<file path="config.mk">
export PLATFORM = sky130hd
export DESIGN_NAME = ad_ip_jesd204_tpl_dac_fifo
export DESIGN_NICKNAME = d
export VERILOG_FILES = /design/src/rtl/ad_ip_jesd204_tpl_dac_fifo_mem.sv /design/src/rtl/ad_ip_jesd204_tpl_dac_fifo.sv
export SDC_FILE = /design/constraint.sdc
export NUM_CORES = 2
export LEC_CHECK = 0
export ABC_AREA = 1
export CORE_ASPECT_RATIO = 0.7
export CORE_MARGIN = 1
export CORE_UTILIZATION = 50
export DETAILED_ROUTE_END_ITERATION = 12
export GPL_TIMING_DRIVEN = 1
export PLACE_DENSITY = 0.67
export SYNTH_ARGS = -nofsm -noshare
export SYNTH_HDL_FRONTEND = slang
export SYNTH_SLANG_ARGS = --single-unit
</file>
<file path="constraint.sdc">
create_clock -name clk -period 11.2 [get_ports clk]
set_input_delay 2.24 -clock clk [delete_from_list [all_inputs] [get_ports clk]]
set_output_delay 2.24 -clock clk [all_outputs]
set_load 0.005 [all_outputs]
</file>
<file path="src/rtl/ad_ip_jesd204_tpl_dac_fifo_mem.sv">
// Simple dual-port beat storage: one write port and one read port with a registered output.
module ad_ip_jesd204_tpl_dac_fifo_mem #(
  parameter int DATA_WIDTH = 128,
  parameter int ADDR_WIDTH = 4
) (
  input  logic                  clk,
  input  logic                  wr_en,
  input  logic [ADDR_WIDTH-1:0] wr_addr,
  input  logic [DATA_WIDTH-1:0] wr_data,
  input  logic                  rd_en,
  input  logic [ADDR_WIDTH-1:0] rd_addr,
  output logic [DATA_WIDTH-1:0] rd_data
);

  logic [DATA_WIDTH-1:0] mem_r [0:(2**ADDR_WIDTH)-1];
  logic [DATA_WIDTH-1:0] rd_data_r;

  // write port
  always_ff @(posedge clk) begin
    if (wr_en) begin
      mem_r[wr_addr] <= wr_data;
    end
  end

  // registered read port; the output holds between reads
  always_ff @(posedge clk) begin
    if (rd_en) begin
      rd_data_r <= mem_r[rd_addr];
    end
  end

  assign rd_data = rd_data_r;

endmodule

</file>
<file path="src/rtl/ad_ip_jesd204_tpl_dac_fifo.sv">
// Prefill FIFO between the DAC DMA stream and the JESD204 TPL DAC sample interface.
// It fills to START_LEVEL first. It then pops one beat per dac_valid and flags underflow when empty.
module ad_ip_jesd204_tpl_dac_fifo #(
  parameter int DATA_WIDTH  = 128,
  parameter int DEPTH_LOG2  = 4,
  parameter int START_LEVEL = 8
) (
  input  logic                  clk,
  input  logic                  resetn,
  input  logic                  enable,
  input  logic                  s_axis_valid,
  output logic                  s_axis_ready,
  input  logic [DATA_WIDTH-1:0] s_axis_data,
  input  logic                  dac_valid,
  output logic [DATA_WIDTH-1:0] dac_ddata,
  output logic                  dac_dunf,
  output logic [DEPTH_LOG2:0]   fill_level
);

  localparam int PTR_W = DEPTH_LOG2 + 1;

  localparam logic [1:0] STATE_IDLE = 2'd0;
  localparam logic [1:0] STATE_FILL = 2'd1;
  localparam logic [1:0] STATE_RUN  = 2'd2;

  logic [1:0]            state_r;
  logic [1:0]            state_next_s;
  logic [PTR_W-1:0]      wr_ptr_r;
  logic [PTR_W-1:0]      rd_ptr_r;
  logic [PTR_W-1:0]      fill_level_s;
  logic                  full_s;
  logic                  empty_s;
  logic                  push_s;
  logic                  pop_s;
  logic                  unf_s;
  logic                  data_sel_r;
  logic                  dunf_r;
  logic [DATA_WIDTH-1:0] mem_rd_data_s;

  // The extra pointer MSB tells full apart from empty when the low address bits match.
  assign full_s       = (wr_ptr_r[PTR_W-1] != rd_ptr_r[PTR_W-1]) &&
                        (wr_ptr_r[PTR_W-2:0] == rd_ptr_r[PTR_W-2:0]);
  assign empty_s      = (wr_ptr_r == rd_ptr_r);
  assign fill_level_s = wr_ptr_r - rd_ptr_r;

  // ready comes only from registered state, so a pop never opens it in the same cycle
  assign s_axis_ready = (state_r != STATE_IDLE) && !full_s;

  assign push_s = enable && s_axis_valid && s_axis_ready;
  assign pop_s  = enable && (state_r == STATE_RUN) && dac_valid && !empty_s;
  assign unf_s  = enable && (state_r == STATE_RUN) && dac_valid && empty_s;

  // next-state decode
  always_comb begin
    state_next_s = state_r;
    if (!enable) begin
      state_next_s = STATE_IDLE;
    end else begin
      case (state_r)
        STATE_IDLE: state_next_s = STATE_FILL;
        STATE_FILL: begin
          if (fill_level_s >= PTR_W'(START_LEVEL)) begin
            state_next_s = STATE_RUN;
          end else begin
            state_next_s = STATE_FILL;
          end
        end
        STATE_RUN:  state_next_s = STATE_RUN;
        default:    state_next_s = STATE_IDLE;
      endcase
    end
  end

  // state, pointers and output qualifiers
  always_ff @(posedge clk or negedge resetn) begin
    if (!resetn) begin
      state_r    <= STATE_IDLE;
      wr_ptr_r   <= {PTR_W{1'b0}};
      rd_ptr_r   <= {PTR_W{1'b0}};
      data_sel_r <= 1'b0;
      dunf_r     <= 1'b0;
    end else begin
      state_r <= state_next_s;
      dunf_r  <= unf_s;
      if (!enable || (state_r == STATE_IDLE)) begin
        wr_ptr_r   <= {PTR_W{1'b0}};
        rd_ptr_r   <= {PTR_W{1'b0}};
        data_sel_r <= 1'b0;
      end else begin
        if (push_s) begin
          wr_ptr_r <= wr_ptr_r + PTR_W'(1);
        end
        if (pop_s) begin
          rd_ptr_r <= rd_ptr_r + PTR_W'(1);
        end
        if (state_r != STATE_RUN) begin
          data_sel_r <= 1'b0;
        end else if (pop_s) begin
          data_sel_r <= 1'b1;
        end else if (unf_s) begin
          data_sel_r <= 1'b0;
        end
      end
    end
  end

  ad_ip_jesd204_tpl_dac_fifo_mem #(
    .DATA_WIDTH (DATA_WIDTH),
    .ADDR_WIDTH (DEPTH_LOG2)
  ) i_mem (
    .clk     (clk),
    .wr_en   (push_s),
    .wr_addr (wr_ptr_r[DEPTH_LOG2-1:0]),
    .wr_data (s_axis_data),
    .rd_en   (pop_s),
    .rd_addr (rd_ptr_r[DEPTH_LOG2-1:0]),
    .rd_data (mem_rd_data_s)
  );

  // The read register is not reset, so it is masked until a real pop has loaded it.
  assign dac_ddata  = data_sel_r ? mem_rd_data_s : {DATA_WIDTH{1'b0}};
  assign dac_dunf   = dunf_r;
  assign fill_level = fill_level_s;

endmodule

</file>
# Yosys cells after proc, flatten, opt, wreduce, memory -nomap -nowiden
# Memories as Yosys holds them, arrays and structs flattened. A register that Yosys moved wholly into a read port is not among the register bits.
# Index checks and enable logic that the tools add are counted.
# Widths: inputs -> output; s select.
# classes
n_addsub	3
multipliers	0
div	0
order_cmp	1
eq_ne	6
shifts	0
mux	14
n_bitwise	0
reduce_logical	17
# ops
op	n
$mux 128	1
$mux 5	4
$add 5x1->5 const B	2
$logic_and 1x1->1	8
$mux 1	6
$pmux 2 s3	1
$reduce_bool 2->1	3
$eq 5x5->1	1
$ge 5x4->1 const B	1
$sub 5x5->5	1
$eq 4x4->1	1
$mux 2	2
$reduce_bool 4->1	1
$logic_not 1->1	3
$eq 2x1->1 const B	1
$eq 2x2->1 const B	1
$logic_not 2->1	1
$ne 2x2->1 const B	1
$logic_or 1x1->1	1
$ne 1x1->1	1
# totals
reg_bits	14
latchBits	0
ram_bits	2048
rom_bits	0
in_bits	133
n_memories	1
# mem_list
memory	words	word_bits	rd	rd_ports_with_merged_regs	write_ports	line_no	source
i_mem.mem_r	16	128	1	1	1	ad_ip_jesd204_tpl_dac_fifo_mem.sv:15	logic [DATA_WIDTH-1:0] mem_r [0:(2**ADDR_WIDTH)-1];

# Longest topological paths before layout
# depth
word_depth	8
depth_mapped	12
depth_no_buf	10

# By module
# A second synthesis with hierarchy kept.
# unflattened
hier_cells	8135
area_unflattened_um2	90635.7
# by_module_without_submodules
mod	instances	cells_each	area_per_inst_um2
ad_ip_jesd204_tpl_dac_fifo_mem	1	7752	88610.0
ad_ip_jesd204_tpl_dac_fifo	1	383	2025.7

# Worst setup path after synthesis
# No wires, ideal clock.
# synth_timing
path_kind	input to register
start	input enable
end	memory i_mem.mem_r[0][0], enable pin
arrival_time_ns	8.285
required_time_ns	10.583
path_slack_ns	2.298
cell_stages	6
path_buffers	0
path_cell_list	inv_1 nor2_1 nand3_1 inv_1 nand2_1 nor2_1
# synth_between
elab_chain_cells	4
# synth_rtl
item	line_no	source
start: declaration	ad_ip_jesd204_tpl_dac_fifo.sv:10	input logic enable,
$logic_and 1x1->1 (2 in series)	ad_ip_jesd204_tpl_dac_fifo.sv:49	assign push_s = enable && s_axis_valid && s_axis_ready;
$mux 1	ad_ip_jesd204_tpl_dac_fifo_mem.sv:20	if (wr_en) begin
$mux 1 (not written as such)	ad_ip_jesd204_tpl_dac_fifo_mem.sv:21	mem_r[wr_addr] <= wr_data;
end: declaration	ad_ip_jesd204_tpl_dac_fifo_mem.sv:15	
# No other way between the ends.

# Final worst setup path
# layout_timing
start	register rd_ptr_r[3]
end	output fill_level[4]
# layout_between
elab_chain_cells	1
# layout_rtl
item	line_no	source
start: declaration	ad_ip_jesd204_tpl_dac_fifo.sv:29	logic [PTR_W-1:0] rd_ptr_r;
start signal: assignment	ad_ip_jesd204_tpl_dac_fifo.sv:79	rd_ptr_r <= {PTR_W{1'b0}};
start signal: assignment	ad_ip_jesd204_tpl_dac_fifo.sv:87	rd_ptr_r <= {PTR_W{1'b0}};
start signal: assignment	ad_ip_jesd204_tpl_dac_fifo.sv:94	rd_ptr_r <= rd_ptr_r + PTR_W'(1);
$sub 5x5->5	ad_ip_jesd204_tpl_dac_fifo.sv:44	assign fill_level_s = wr_ptr_r - rd_ptr_r;
end: declaration	ad_ip_jesd204_tpl_dac_fifo.sv:17	output logic [DEPTH_LOG2:0] fill_level
# No other way between the ends.

==> impl_metrics.yaml <==
logic_synthesis:
  post_synth.cell_area_avg_sq_um: 12.9
  syn-instance-count: 6576
  synth.area.top_cells: "edfxtp_1 77%, nand2_1 6.4%, o21ai_0 4.0%, nor2_1 2.9%, a21oi_1 2.3%"
  ys_ff_latch: 2190
  yosysWarningCount: 0
  netlist.top_cell.by_area: "edfxtp_1"
  synth.cell_area_sq_um: 85200
  synth_largest_type_area_fraction_pct: 76.7
  mappedNetlistNets: 6719
  synth.yosys.seq_area_share_pct: 77.1
  ys_types: 27
layout:
  utilization_pct: 56.7
  final_net_count: 6844
  stdcell_count: 9107
  nFillCells: 13200
  drive_gt1_share_pct: 5.25
  flow.area_growth_from_synthesis_pct: 12.3
clock_network:
  cts_made_buffers: 195
  cts_htree_levels: 4
  clock-root-buffer: "clkbuf_16"
  cts_setup_buffers: 0
  cts_max_path_buffers: 3
  cts-resized-gates: 0
  cts_sinks: 2190
  postCtsHoldBufs: 0
  tritoncts: "done"
  worstSkewPairLatency_ns: 0.84
  clk_transition_reported_paths_ns: 0.06
routing:
  detail_route.wl_per_cell_um: 23.9
  residual_drc_count: 0
  drt-pass1-iter-count: 6
  detailroute.via_count: 52700
  aggregate_routed_wire_length_um: 218000
  drt-vias-per-instance: 5.79
  residual_antenna_violating_net_count_after_detailed_routing: 0
  detailedRoute.firstIterationViolations: 6523
critical_path:
  worst_path_buf_inv: 3
  setup.worst_path.end_class: "output port"
  r2r_start: "rd_ptr_r[3]$_DFFE_PN0P_"
  reg2reg_depth: 10
  worstPathArrival_ns: 3.87
  r2r-end: "i_mem.mem_r[2][44]$_DFFE_PP_"
  crit_path_top_delay_cell: "dfrtp_4"
  timing.critical_path.slowest_cell_delay_ns: 0.92
  critPathKind: "reg2out"
  critPathMaxFanout: 87
  critical_path_required_ns: 8.96
  regToRegSetupSlack_ns: 5.80
  startpoint_type_of_the_worst_setup_path: "flip-flop"
  timing.critical_path.cells: "inv_8 > ha_1 > a21oi_1 > nand2_1 > nand2_1 > nand2_1 > inv_1 > clkdlybuf4s50_1"
  worst_path_dominant_cell_family: "buffers and inverters"
  most_prevalent_standard_cell_on_the_critical_path: "nand2_1"
timing:
  clock.fmax_mhz: 164
  slew_of_the_pin_with_the_lowest_slew_margin_ns: 1.21
  timing.final.ws_setup_ns: 5.09
  fin_worst_hold_slack_ns: 0.559
  clock-skew-final_ns: 0.0467
  timing.final.crit_period_ns: 6.11
  report.final.slew_viol_count: 0
  fin_setup_tns_ns: 0
  finalHoldViolations: 0
  slew_headroom_pct: 19.2
  setup-violations-final: 0
  final_cycle_utilization_of_the_critical_path_pct: 54.6
  grt_setup_unrepaired: "false"
global_route:
  globalRouteOverflowTotal: 0
  grt_pass1_wl_um: 326000
  track_usage_pct: 25.3
  antenna_found_initial: 16
  grt_pass1_vias: 49900
  grt_max_degree: 206
power:
  clock_power_share_pct: 38.2
  power.combinational.fraction_pct: 7.8
  p_leak_nw: 33.1
  power_switching_share_pct: 23.5
  total_power_divided_by_cell_area_nw_per_um2: 176
  internal_power_w: 0.0129
  seq_power_share_pct: 54.0
  power_switching_w: 0.00395
  ir_drop_v: 0.000126
worst_hold_path:
  min_delay_worst_endpoint: "state_r[0]$_DFF_PN0_"
  source_of_the_worst_hold_timing_path: "state_r[0]$_DFF_PN0_"
  hold_depth: 3
  timing.hold.worst.class: "reg2reg"
die:
  fp-row-count: 126
  die_h_um: 347
  floorplan.initialDensity_pct: 50.4
  chipWidth_um: 495
  floorplan.die_area_sq_um: 172000
  placeableCoreArea_sq_um: 169000
  ios: 268
job:
  maxCapViolCount: 0
outcome:
  outcome: "complete, no violations"
place:
  place.detailed.hpwl_um: 111000
  place_ws_ns: 4.74
  placed_cells: 8744
  gp_routability_congestion: 0.782
  input_output_buffers: 267
-- logic make-up (layout without fill, tap and decap cells) --
| family | count (synthesis) | in the layout | synth area share [%] |
|---|---|---|---|
| compound gates | 1422 | 1422 | 8.79 |
| xor+xnor | 6 | 6 | 0.0617 |
| fa+ha+maj | 10 | 10 | 0.156 |
| buf+inv | 563 | 847 | 2.90 |
| flops | 2190 | 2190 | 77.1 |
| other cells | 0 | 7 | 0 |
| simple gates | 2385 | 2385 | 10.9 |
-- final cells by class --
type	count	area (sq um)	area share [%]
Sequential cell	2190	65700	68.7
Clock inverter	118	866	0.905
Timing Repair Buffer	337	3360	3.51
Inverter	154	619	0.647
Multi-Input combinational cell	3823	17100	17.9
Antenna cell	7	17.5	0.0183
Clock buffer	238	5150	5.38
Tap cell	2240	2800	2.93
-- per-layer routing --
metal  GRT usage (%)  routed length [um]  vias to the layer above
met2            39.0              101000                     2406
li1                -                   -                    23900
met3            3.71               19300                      272
met1            38.1               94200                    26200
met5               0                 103                        -
met4            5.86                3660                       16
-- worst max-delay path by stage --
stage / start / endpoint / slack [ns] / cells after the start
finish: rd_ptr_r[3]$_DFFE_PN0P_ / fill_level[4] / 5.09 / 8
global route: rd_ptr_r[3]$_DFFE_PN0P_ / fill_level[4] / 4.96 / 8
CTS: rd_ptr_r[3]$_DFFE_PN0P_ / fill_level[4] / 5.09 / 8
detailed placement: enable / i_mem.mem_r[2][44]$_DFFE_PP_ / 4.74 / 8
global placement: enable / i_mem.mem_r[2][46]$_DFFE_PP_ / 4.79 / 8
floorplan: enable / i_mem.mem_r[0][0]$_DFFE_PP_ / 2.30 / 6
-- state kept, by name, summed over array words and instances (netlist names) --
signal         count
i_mem.mem_r     2048
data_sel_r         1
state_r            2
wr_ptr_r           5
i_mem.rd_data    128
dac_dunf           1
rd_ptr_r           5
-- through the flow --
| step | cell area (sq um) | power, W |
|---|---|---|
| after detailed placement | 89600 | 0.0106 |
| after CTS | 95600 | 0.0169 |
| final | 95700 | 0.0168 |
| after floorplan | 85200 | 0.0101 |
| after global routing | 95600 | 0.0173 |
| after global placement | 89600 | 0.0105 |
-- cell usage in the layout (no fill, tap or decap), drive strengths merged --
master	n
a31oi	51
fa	1
o211ai	60
dfrtp	14
nor3	1
a21oi	399
a21boi	1
bufinv	10
ha	9
xnor2	1
nand3	274
edfxtp	2176
inv	160
o22ai	121
clkbuf	238
nor2	659
clkinv	99
nand4	10
clkinvlp	3
o21ai	790
buf	70
clkdlybuf4s50	267
xor2	5
diode	7
nand2	1441
-- tightest hold or removal path, cell delays in order, from the launching register on --
cell and delay [ns]:
dfrtp_1 0.35, nor2_1 0.07, inv_1 0.05, a21oi_1 0.05
-- synth_stat cells, drive strengths merged --
master,instances
clkinv,2
o22ai,121
a21oi,399
a21boi,1
nor2,659
xor2,5
clkbuf,184
buf,225
a31oi,51
ha,9
inv,152
xnor2,1
o21ai,790
edfxtp,2176
nand3,274
o211ai,60
nand4,10
nand2,1441
fa,1
dfrtp,14
nor3,1
-- power groups by stage --
stage	registers [W]	clock network, W	logic (W)
2_1_floorplan	0.00926	0	0.000846
3_3_place_gp	0.00926	0	0.00128
3_5_place_dp	0.00926	0	0.00130
4_1_cts	0.00909	0.00649	0.00131
5_1_grt	0.00909	0.00680	0.00145
6_report	0.00909	0.00642	0.00132
Note: power is estimated with default switching activity, not from simulation.
